File: config.mk
export PLATFORM = sky130hd
export DESIGN_NAME = upuart_fifo_ext
export DESIGN_NICKNAME = d
export VERILOG_FILES = /design/src/rtl/upuart_fifo_ext.sv
export SDC_FILE = /design/constraint.sdc
export NUM_CORES = 1
export LEC_CHECK = 0
export CORE_UTILIZATION = 35
export CTS_CLUSTER_DIAMETER = 120
export DETAILED_ROUTE_END_ITERATION = 7
export PLACE_DENSITY = 0.53
export SYNTH_ARGS = -nofsm -noshare
export SYNTH_HDL_FRONTEND = slang
export SYNTH_SLANG_ARGS = --single-unit
File: constraint.sdc
create_clock -name clk -period 4.47 [get_ports clk]
set_clock_uncertainty 0.2 [all_clocks]
set_input_delay 0.447 -clock clk [delete_from_list [all_inputs] [get_ports clk]]
set_output_delay 0.447 -clock clk [all_outputs]
set_load 0.02 [all_outputs]
File: src/rtl/upuart_fifo_ext.sv
// upuart_fifo_ext
//   UART FIFO with a show-ahead read port, occupancy threshold, flush and
//   sticky overflow/underflow flags. One instance serves the TX path and one
//   serves the RX path.
// Ports
//   clk, rst          clock; synchronous active-high reset
//   data_in, wr       write word / write request
//   data_out, rd      head word (combinational from rd_p) / pop request
//   flush             discard contents; wins over rd/wr, loses to rst
//   thr               occupancy threshold compared against count
//   clr_err           clear sticky ovf/udf (a same-cycle set wins)
//   count, free       words stored / DEPTH - count
//   full, empty       count == DEPTH / count == 0
//   thr_hit           count >= thr
//   ovf, udf          sticky: write dropped / read on empty
module upuart_fifo_ext #(
  parameter int DATA_WIDTH = 8,
  parameter int DEPTH_POW2 = 4
) (
  input  logic                  clk,
  input  logic                  rst,
  input  logic [DATA_WIDTH-1:0] data_in,
  input  logic                  wr,
  output logic [DATA_WIDTH-1:0] data_out,
  input  logic                  rd,
  input  logic                  flush,
  input  logic [DEPTH_POW2:0]   thr,
  input  logic                  clr_err,
  output logic [DEPTH_POW2:0]   count,
  output logic [DEPTH_POW2:0]   free,
  output logic                  full,
  output logic                  empty,
  output logic                  thr_hit,
  output logic                  ovf,
  output logic                  udf
);

  localparam int AW = DEPTH_POW2;
  localparam logic [AW:0] DEPTH_V = {1'b1, {AW{1'b0}}};

  logic [DATA_WIDTH-1:0] mem [2**AW];
  logic [AW-1:0]         rd_p, wr_p;
  logic [AW:0]           cnt;
  logic                  rd_ok, wr_ok, ovf_set, udf_set;

  assign count    = cnt;
  assign full     = (cnt == DEPTH_V);
  assign empty    = (cnt == '0);
  assign free     = DEPTH_V - cnt;
  // thr wider than DEPTH can never be reached, so thr_hit stays low.
  assign thr_hit  = (cnt >= thr);
  assign data_out = mem[rd_p];

  // A pop frees the slot in the same cycle, so a full FIFO still takes a
  // write alongside a read. Flush swallows both requests.
  assign rd_ok = rd & ~empty & ~flush;
  assign wr_ok = wr & (~full | rd_ok) & ~flush;

  // rd+wr on empty is a plain write, not an underflow.
  assign udf_set = rd & empty & ~wr & ~flush;
  assign ovf_set = wr & full & ~rd_ok & ~flush;

  // Storage is not reset; words only become visible through the pointers.
  always_ff @(posedge clk) begin
    if (!rst && wr_ok) mem[wr_p] <= data_in;
  end

  always_ff @(posedge clk) begin
    if (rst) begin
      rd_p <= '0;
      wr_p <= '0;
      cnt  <= '0;
      ovf  <= 1'b0;
      udf  <= 1'b0;
    end else begin
      if (flush) begin
        rd_p <= '0;
        wr_p <= '0;
        cnt  <= '0;
      end else begin
        if (rd_ok) rd_p <= rd_p + AW'(1);
        if (wr_ok) wr_p <= wr_p + AW'(1);
        cnt <= cnt + (AW+1)'(wr_ok) - (AW+1)'(rd_ok);
      end
      if (ovf_set)      ovf <= 1'b1;
      else if (clr_err) ovf <= 1'b0;
      if (udf_set)      udf <= 1'b1;
      else if (clr_err) udf <= 1'b0;
    end
  end

endmodule

---- Word-level counts from Yosys, hierarchy flattened ----
Memories as Yosys holds them, arrays and structs flattened. A register that Yosys moved wholly into a read port is not among the register bits.
Index checks and enable logic that the tools add are counted.
cells by class
  magnitude comparators ................... 1
  reduce and logical (&&, ||, !) cells .... 6
  eq/ne operators ......................... 1
  add/sub/neg operators ................... 5
  bitwise logic cells ..................... 16
  mux-type cells .......................... 7
operators with widths
  kind                                         count
  bitwise AND 1 bit                            10
  adder 4 x 1 -> 4 bit, second input constant  2
  2-to-1 mux 4 bit                             2
  adder 5 x 1 -> 5 bit                         1
  equality test 5 bit, second input constant   1
  >= comparator 5 bit                          1
  logical NOT 5 bit                            1
  2-to-1 mux 1 bit                             5
  NOT 1 bit                                    5
  subtractor 5 x 1 -> 5 bit                    1
  subtractor 5 bit, first input constant       1
  nonzero test 2 bit                           2
  OR reduction 2 bit                           1
  logical AND 1 bit                            1
  logical NOT 1 bit                            1
  OR 1 bit                                     1
word-level totals
  memories kept ........................... 1
  output and inout bits ................... 23
  register bits after elaboration ......... 15
  memory bits (writable) .................. 128
  logic and storage cells ................. 42
  bits of input ports ..................... 19
memory list
  name  words  bits a word  read ports  clocked after Yosys merged registers in  wr ports  line  RTL
  mem   16     8            1           1                                        1         41    logic [DATA_WIDTH-1:0] mem [2**AW];

---- Logic depth before layout (Yosys ltp) ----
Gate-level depths: netlist of run 1.
  depth in word-level cells ............... 10
  gate-level depth with buffers ........... 16
  gate-level depth less buffers ........... 16

---- Least setup slack after synthesis of run 1 ----
Ideal clock, no wire load.
  path type ............................... register to register
  from .................................... register cnt[1] (netlist: count[1])
  to ...................................... register cnt[4] (netlist: count[4])
  path slack .............................. 1.028 ns
  data required time ...................... 4.151 ns
  buffers on the path ..................... 0
  period minus slack after synthesis ...... 3.442 ns
  stages on the path, launching flop included .. 17
  library setup time ...................... 0.119 ns
  data arrival time ....................... 3.123 ns
  cells stage by stage .................... dfxtp_1 -> inv_1 -> ha_1 -> and2_1 -> ha_1 -> nand2b_1 -> a21oi_2 -> inv_1 -> ha_1 -> inv_1 -> ha_1 -> inv_1 -> fa_1 -> o21bai_1 -> a21oi_1 -> xnor2_1 -> nor2_1
between the ends
  longest elaborated chain between the ends .. 9
  elaborated cells on any way between the ends .. 11
  those cells by class .................... add/sub: 2; eq/ne: 1; bitwise: 7; reduce/logical: 1
ends and longest elaborated chain
  what                               line  RTL
  start: declaration                 43    logic [AW:0] cnt;
  start signal: assignment           83    cnt <= cnt + (AW+1)'(wr_ok) - (AW+1)'(rd_ok);
  logical NOT 5 bit *                48    assign empty = (cnt == '0);
  via empty                          32    output logic empty,
  NOT 1 bit *                        56    assign rd_ok = rd & ~empty & ~flush;
  bitwise AND 1 bit * (2 in series)  56
  OR 1 bit                           57    assign wr_ok = wr & (~full | rd_ok) & ~flush;
  bitwise AND 1 bit (2 in series)    57
  adder 5 x 1 -> 5 bit               83
  subtractor 5 x 1 -> 5 bit *        83
Mark *: on every way through the listed nets, which the timed path passes. The rest lies on a longest branch.
A chain may end at the register's enable or synchronous reset.

==> results of run 1 <==
synthesized netlist by cell type (4+ instances only):
master	instances	area, sq um
a21oi_1	6	30.0
a22oi_1	16	120
dfxtp_1	19	380
edfxtp_1	128	3840
ha_1	20	250
inv_1	20	75.1
mux4_1	18	473
mux4_2	14	315
nand2_1	16	60.1
nor2_1	34	128
xnor2_1	8	70.1
xor2_1	4	35.0
worst reg2reg max path, cell delays in order, from the launching register on:
cell,delay [ps]
dfxtp_1,430
inv_1,120
ha_1,220
and2_1,160
ha_1,230
nand2b_1,200
a21oi_2,300
inv_1,80
ha_1,290
inv_1,60
ha_1,150
inv_1,60
fa_1,390
o21bai_1,150
a21oi_1,100
xnor2_1,150
nor2_1,50
cell families (layout without fill, tap and decap cells):
logic type,count (synthesis),count (layout)
DFF,147,147
and+or+nand+nor,66,66
muxes,34,34
buffers and inverters,33,95
AOI/OAI and AO/OA,29,29
adders and majority gates,21,21
xor gates and xnor gates,12,12
other,0,1
sequential cells by signal (all words and copies together), names as in the netlist, named ones only:
signal  cells
wr_p        4
ovf         1
rd_p        4
count       5
udf         1
mem       128
final cells by class:
class / instances / area, sq um
sequential: 147 / 4230
clock inverter: 14 / 136
antenna: 1 / 2.50
fill: 1499 / 9500
inverter: 20 / 75.1
multi-input combinational: 162 / 1690
clock buffer: 17 / 425
timing repair buffer: 44 / 433
tap: 220 / 275
routing by layer:
metal	share of wire, %	vias to the layer above
met5	0	-
met4	1.3	0
met3	6.7	15
met2	49	95
met1	43	1505
li1	-	1437
where the power goes:
part | total (W) | switching (W) | internal [W]
Clock | 0.00134 | 0.000529 | 0.000815
Sequential | 0.00151 | 0.0000121 | 0.00150
Combinational | 0.000233 | 0.000120 | 0.000113
worst paths after layout:
path / start / cells past startpoint / to / slack [ps]
hold / removal: ovf$_SDFFE_PP0P_ / 2 / ovf$_SDFFE_PP0P_ / 270
setup reg to reg: count[1]$_SDFF_PP0_ / 16 / count[4]$_SDFF_PP0_ / 1010
hold reg to reg: ovf$_SDFFE_PP0P_ / 2 / ovf$_SDFFE_PP0P_ / 270
setup / recovery: flop / 5 / data_out[1] / 860
per-stage QoR:
stage               std cells  instance area (sq um)  hold WS, ps  worst slack, ps
floorplan                 342                   6090          285             1030
global placement          593                   6700          249             1060
detailed placement        593                   6700          251              974
CTS                       624                   7260          265              723
global route              624                   7260          272              652
finish                    625                   7260          265              862
==> summary.md, run 1 <==
| Metric | Value |
|---|---|
| FMAX | `277 MHz` |
| Layer with the highest usage | `met2` |
| GRT met2 Usage | `24.6%` |
| Leading cell types in the layout, fill and taps excluded | `128 x edfxtp_1, 41 x clkdlybuf4s50_1, 34 x nor2_1` |
| CP max stage cell | `dfxtp_2` |
| Post_cts resized | `0` |
| Cell family with most CP delay | `buffers and inverters` |
| Clk buf depth | `2` |
| Sequential share of the synthesized area | `69.4%` |
| Max stage delay on crit path | `700 ps` |
| Crit path launch type | `flop` |
| Crit. End Element | `primary output` |
| Netlist cell types | `38` |
| Largest family of logic cells by synthesized area | `multiplexers` |
| Clock-pin slew on the worst setup and hold paths | `60 ps` |
| Final Max Tran Viols | `0` |
| Die area | `17900 sq um` |
| Mux share of post-synthesis cell area | `13.3%` |
| Synth warnings | `0` |
| Final TNS setup | `0 ps` |
| DR vias/cell | `4.88` |
| Critical path type | `flop to primary output` |
| Chip Width | `134 microns` |
| Power Density | `426 nW/um^2` |
| Io pins | `42` |
| Max Cap Viol | `0` |
| Rel. slew slack | `30.2%` |
| Data arrival time of the worst path | `2960 ps` |
| Compound-Gate Fraction of Synth Area | `3.33%` |
| Clk_lat worst skew | `410 ps` |
| Period utilization | `80.7%` |
| CP Max Fanout | `17` |
| Largest net degree at the start of global routing | `33` |
| Peak supply drop | `0.000262 V` |
| Endpoints failing hold | `0` |
| Remaining DRCs | `0` |
| Commonest non-fill, non-tap cell in the layout | `edfxtp_1` |
| Post-synth EDFFs | `128` |
| GPL Wtd Cong | `0.773` |
| Clock sink total | `147` |
| GR Layer Usage met3 | `3.89%` |
| Layout Area Growth over Synthesis | `19.2%` |
| Clock Tree Root | `clkbuf_16` |
| Crit path time final | `3610 ps` |
| Die Y | `134 microns` |
| CP Cell Sequence | `buf_4, mux4_1, a22oi_1, nand2_1, clkdlybuf4s50_1` |
| Post-synthesis adder-cell area fraction | `4.44%` |
| Synth Area in XOR/XNOR | `1.73%` |
| Post-Syn Area | `6090 sq um` |
| Number of post-CTS setup repair buffers | `0` |
| Total Nets Final | `432` |
| Syn_area_per_cell | `17.8 sq um` |
| Share of cells above drive strength 1 | `12.6%` |
| GR Overflow Total | `0` |
| Core box area | `16800 sq um` |
| Leak Pwr | `2.39 nW` |
| Buf/Inv on CP | `2` |
| Grt met1 use | `18.1%` |
| Synth async-reset ratio | `0%` |
| DR WL/cell | `19.2 microns` |
| CTS buffer count | `17` |
| DRT Wirelength | `12000 microns` |
| Vias in the first global route | `3338` |
| Post-synthesis net count | `382` |
| Fin util | `43.3%` |
| All-layer global routing usage | `14.7%` |
| Antenna violations before repair | `0` |
| Global-route wire length before repair | `18800 microns` |
| Simple-Gate Fraction of Synth Area | `4.95%` |
| Tightest Pin Transition | `1040 ps` |
| Data required, critical path | `3820 ps` |
| Design Power | `0.00309 W` |
| Via Count | `3052` |
| Worst min path class | `flop to flop` |
| Port bufs | `41` |
| Router iterations before antenna repair | `4` |
| RSZ-0062 raised after global routing | `no` |
| Initial Util | `36.3%` |
| Status | `complete, no violations` |
| CTS tree | `done` |
| Setup-failing EPs final | `0` |
| Synthesized instance count | `342` |
| Iter 0 DRT Violations | `236` |
| H-tree Lvls | `4` |
| Top FF cell, synth | `edfxtp_1` |
| Routed Antenna Nets | `0` |
| Cell Rows | `47` |
| Yosys reg bits | `147` |
| CTS Hold Buffers Added | `0` |
| DP Wirelength | `7590 microns` |
Note: power is estimated with default switching activity, not from simulation.
==> run 2, diff against run 1 <==
Clock period 4.47 ns to 3.4 ns, I/O delays scaled along.
==> run 2 against run 1 <==
Net effect:
- setup slack worse by 650 ps
- sequential power up 31%
- register-to-register slack got worse by 800 ps
- non-clock buffer count is 21 higher
- clock power grew 39%
- die area stayed put
- core utilization grew 1.3 points
- largest cell class unchanged
- highest routed layer unchanged
==> summary.md, run 2 (synthesis results as in run 1) <==
| Metric | Value |
|---|---|
| Power Density | `557 nW/um^2 (+31%)` |
| DRT Wirelength | `12100 microns (+0.41%)` |
| Placed cell area | `6880 sq um (+2.8%)` |
| Data required, critical path | `3490 ps (-330 ps)` |
| FMAX | `313 MHz` |
| All-layer global routing usage | `14.7% (+0.027 points)` |
| Total Nets Final | `453 (+4.9%)` |
| Filler cell count | `1466 (-2.2%)` |
| Endpoints failing hold | `0 (unchanged)` |
| Worst r2r dst | `count[4]$_SDFF_PP0_` |
| Clock-pin slew on the worst setup and hold paths | `60 ps (about the same)` |
| CTS tree | `done` |
| Largest net degree at the start of global routing | `33 (unchanged)` |
| Peak supply drop | `0.000311 V (+19%)` |
| Commonest non-fill, non-tap cell in the layout | `edfxtp_1` |
| Rel. slew slack | `51.4% (+21 points)` |
| DR vias/cell | `4.88 (about the same)` |
| Via Count | `3152 (+3.3%)` |
| Data arrival time of the worst path | `3280 ps (+320 ps)` |
| Iter 0 DRT Violations | `227 (-3.8%)` |
| GR Overflow Total | `0 (unchanged)` |
| Leading cell types in the layout, fill and taps excluded | `128 x edfxtp_1, 41 x clkdlybuf4s50_1, 34 x nor2_1` |
| Crit. End Element | `flop` |
| Status | `complete, no violations` |
| Antenna diode count | `0 (-1)` |
| CP startpoint | `count[1]$_SDFF_PP0_` |
| Clock sink total | `147 (unchanged)` |
| Crit path time final | `3190 ps` |
| Router iterations before antenna repair | `4 (unchanged)` |
| Post_cts resized | `0 (unchanged)` |
| Largest Register | `mem` |
| RSZ-0062 raised after global routing | `no` |
| Tightest Pin Transition | `727 ps (-316 ps)` |
| Final Max Tran Viols | `0 (unchanged)` |
| Chip Width | `134 microns (unchanged)` |
| Clock Tree Root | `clkbuf_16` |
| DR WL/cell | `18.7 microns (-2.9%)` |
| Clk buf depth | `2 (unchanged)` |
| Share of cells above drive strength 1 | `17.4% (+4.7 points)` |
| Max Cap Viol | `0 (unchanged)` |
| CTS buffer count | `17 (unchanged)` |
| Vias in the first global route | `3345 (+0.21%)` |
| Final instance area | `7470 sq um (+2.9%)` |
| Remaining DRCs | `0 (unchanged)` |
| Largest register FFs | `128 (unchanged)` |
| Multi-input gate area | `1690 sq um (unchanged)` |
| H-tree Lvls | `4 (unchanged)` |
| Port bufs | `41 (unchanged)` |
| Clk_lat worst skew | `410 ps (about the same)` |
| Io pins | `42 (unchanged)` |
| Core box area | `16800 sq um (unchanged)` |
| Number of post-CTS setup repair buffers | `0 (unchanged)` |
| GPL Wtd Cong | `0.768 (-0.62%)` |
| Worst r2r src | `count[1]$_SDFF_PP0_` |
| Hold path startpoint | `ovf$_SDFFE_PP0P_` |
| Routed Antenna Nets | `0 (unchanged)` |
| Global-route wire length before repair | `18900 microns (+0.95%)` |
| Final TNS setup | `0 ps (unchanged)` |
| Die area | `17900 sq um (unchanged)` |
| Cell Rows | `47 (unchanged)` |
| Layout Area Growth over Synthesis | `22.7%` |
| Reg2reg path depth | `16 (unchanged)` |
| Reg area | `4230 sq um (about the same)` |
| Worst min path class | `flop to flop` |
| Antenna violations before repair | `0 (unchanged)` |
| Leak Pwr | `2.53 nW (+5.5%)` |
| Setup-failing EPs final | `0 (unchanged)` |
| Initial Util | `36.3% (unchanged)` |
| Period utilization | `93.8%` |
| DP Wirelength | `7950 microns (+4.8%)` |
| Reg2reg setup slack | `210 ps (-800 ps)` |
| Die Y | `134 microns (unchanged)` |
| CTS Hold Buffers Added | `0 (unchanged)` |
| CP Max Fanout | `5 (-12)` |
| Crit path launch type | `flop` |
| WHS Path Cells | `2 (unchanged)` |
| Critical path type | `flop to flop` |
| Hold Path End | `ovf$_SDFFE_PP0P_` |
==> run 2: cell types whose count changed in the layout (fill, tap and decap cells not counted), sizes merged <==
cell    change
bufinv      +1
buf        +21
inv         -1
clkbuf      +2
clkinv      -1
diode       -1
==> run 2: stage by stage <==
| stage | worst slack [ps] | total power [W] | hold slack, ps | utilization, % | cells |
|---|---|---|---|---|---|
| 6_report | 209 | 0.00416 | 267 | 44.6 | 646 |
| 5_1_grt | 22.3 | 0.00432 | 298 | 44.6 | 646 |
| 4_1_cts | 146 | 0.00422 | 278 | 44.6 | 646 |
| 3_5_place_dp | 166 | 0.00235 | 273 | 41.1 | 614 |
| 3_3_place_gp | 222 | 0.00235 | 252 | 41.1 | 614 |
| 2_1_floorplan | 9.15 | 0.00220 | 209 | - | 342 |
==> run 2: how the worst max path moves through the flow <==
| stage | to | slack, ps | cells past startpoint |
|---|---|---|---|
| after floorplan | count[4]$_SDFF_PP0_ | 9 | 16 |
| after global placement | count[4]$_SDFF_PP0_ | 220 | 16 |
| after detailed placement | count[4]$_SDFF_PP0_ | 170 | 16 |
| after CTS | count[4]$_SDFF_PP0_ | 150 | 16 |
| after global routing | count[4]$_SDFF_PP0_ | 20 | 16 |
| final | count[4]$_SDFF_PP0_ | 210 | 16 |
==> run 2: power breakdown <==
| group | switching, W | internal, W |
|---|---|---|
| Sequential | 0.00000897 | 0.00197 |
| Clock | 0.000704 | 0.00115 |
| Combinational | 0.000166 | 0.000157 |
==> run 2: layout make-up <==
type / count / area share, %
tap: 220 / 3.68
clock buffer: 19 / 5.79
sequential: 147 / 56.6
timing repair buffer: 65 / 8.24
clock inverter: 13 / 2.13
inverter: 20 / 1.00
multi-input combinational: 162 / 22.6
==> run 2: worst max-delay path, cell delays in order (launching register included) <==
cell and delay [ps]:
dfxtp_2 380, inv_1 100, ha_1 210, and2_1 160, ha_1 220, nand2b_1 200, a21oi_2 160, inv_1 50
ha_1 280, inv_1 60, ha_1 160, inv_1 50, fa_1 410, o21bai_1 140, a21oi_1 90, xnor2_1 150
nor2_1 50
==> run 2: routing by layer <==
| layer | routed length (microns) | share of wire, % | up-vias | global-route usage, % |
|---|---|---|---|---|
| li1 | - | - | 1473 | - |
| met1 | 5280 | 44 | 1600 | 18.8 |
| met2 | 6000 | 50 | 72 | 24.1 |
| met3 | 679 | 5.6 | 7 | 4.42 |
| met4 | 119 | 0.99 | 0 | 4.61 |
| met5 | 0 | 0 | - | 0 |
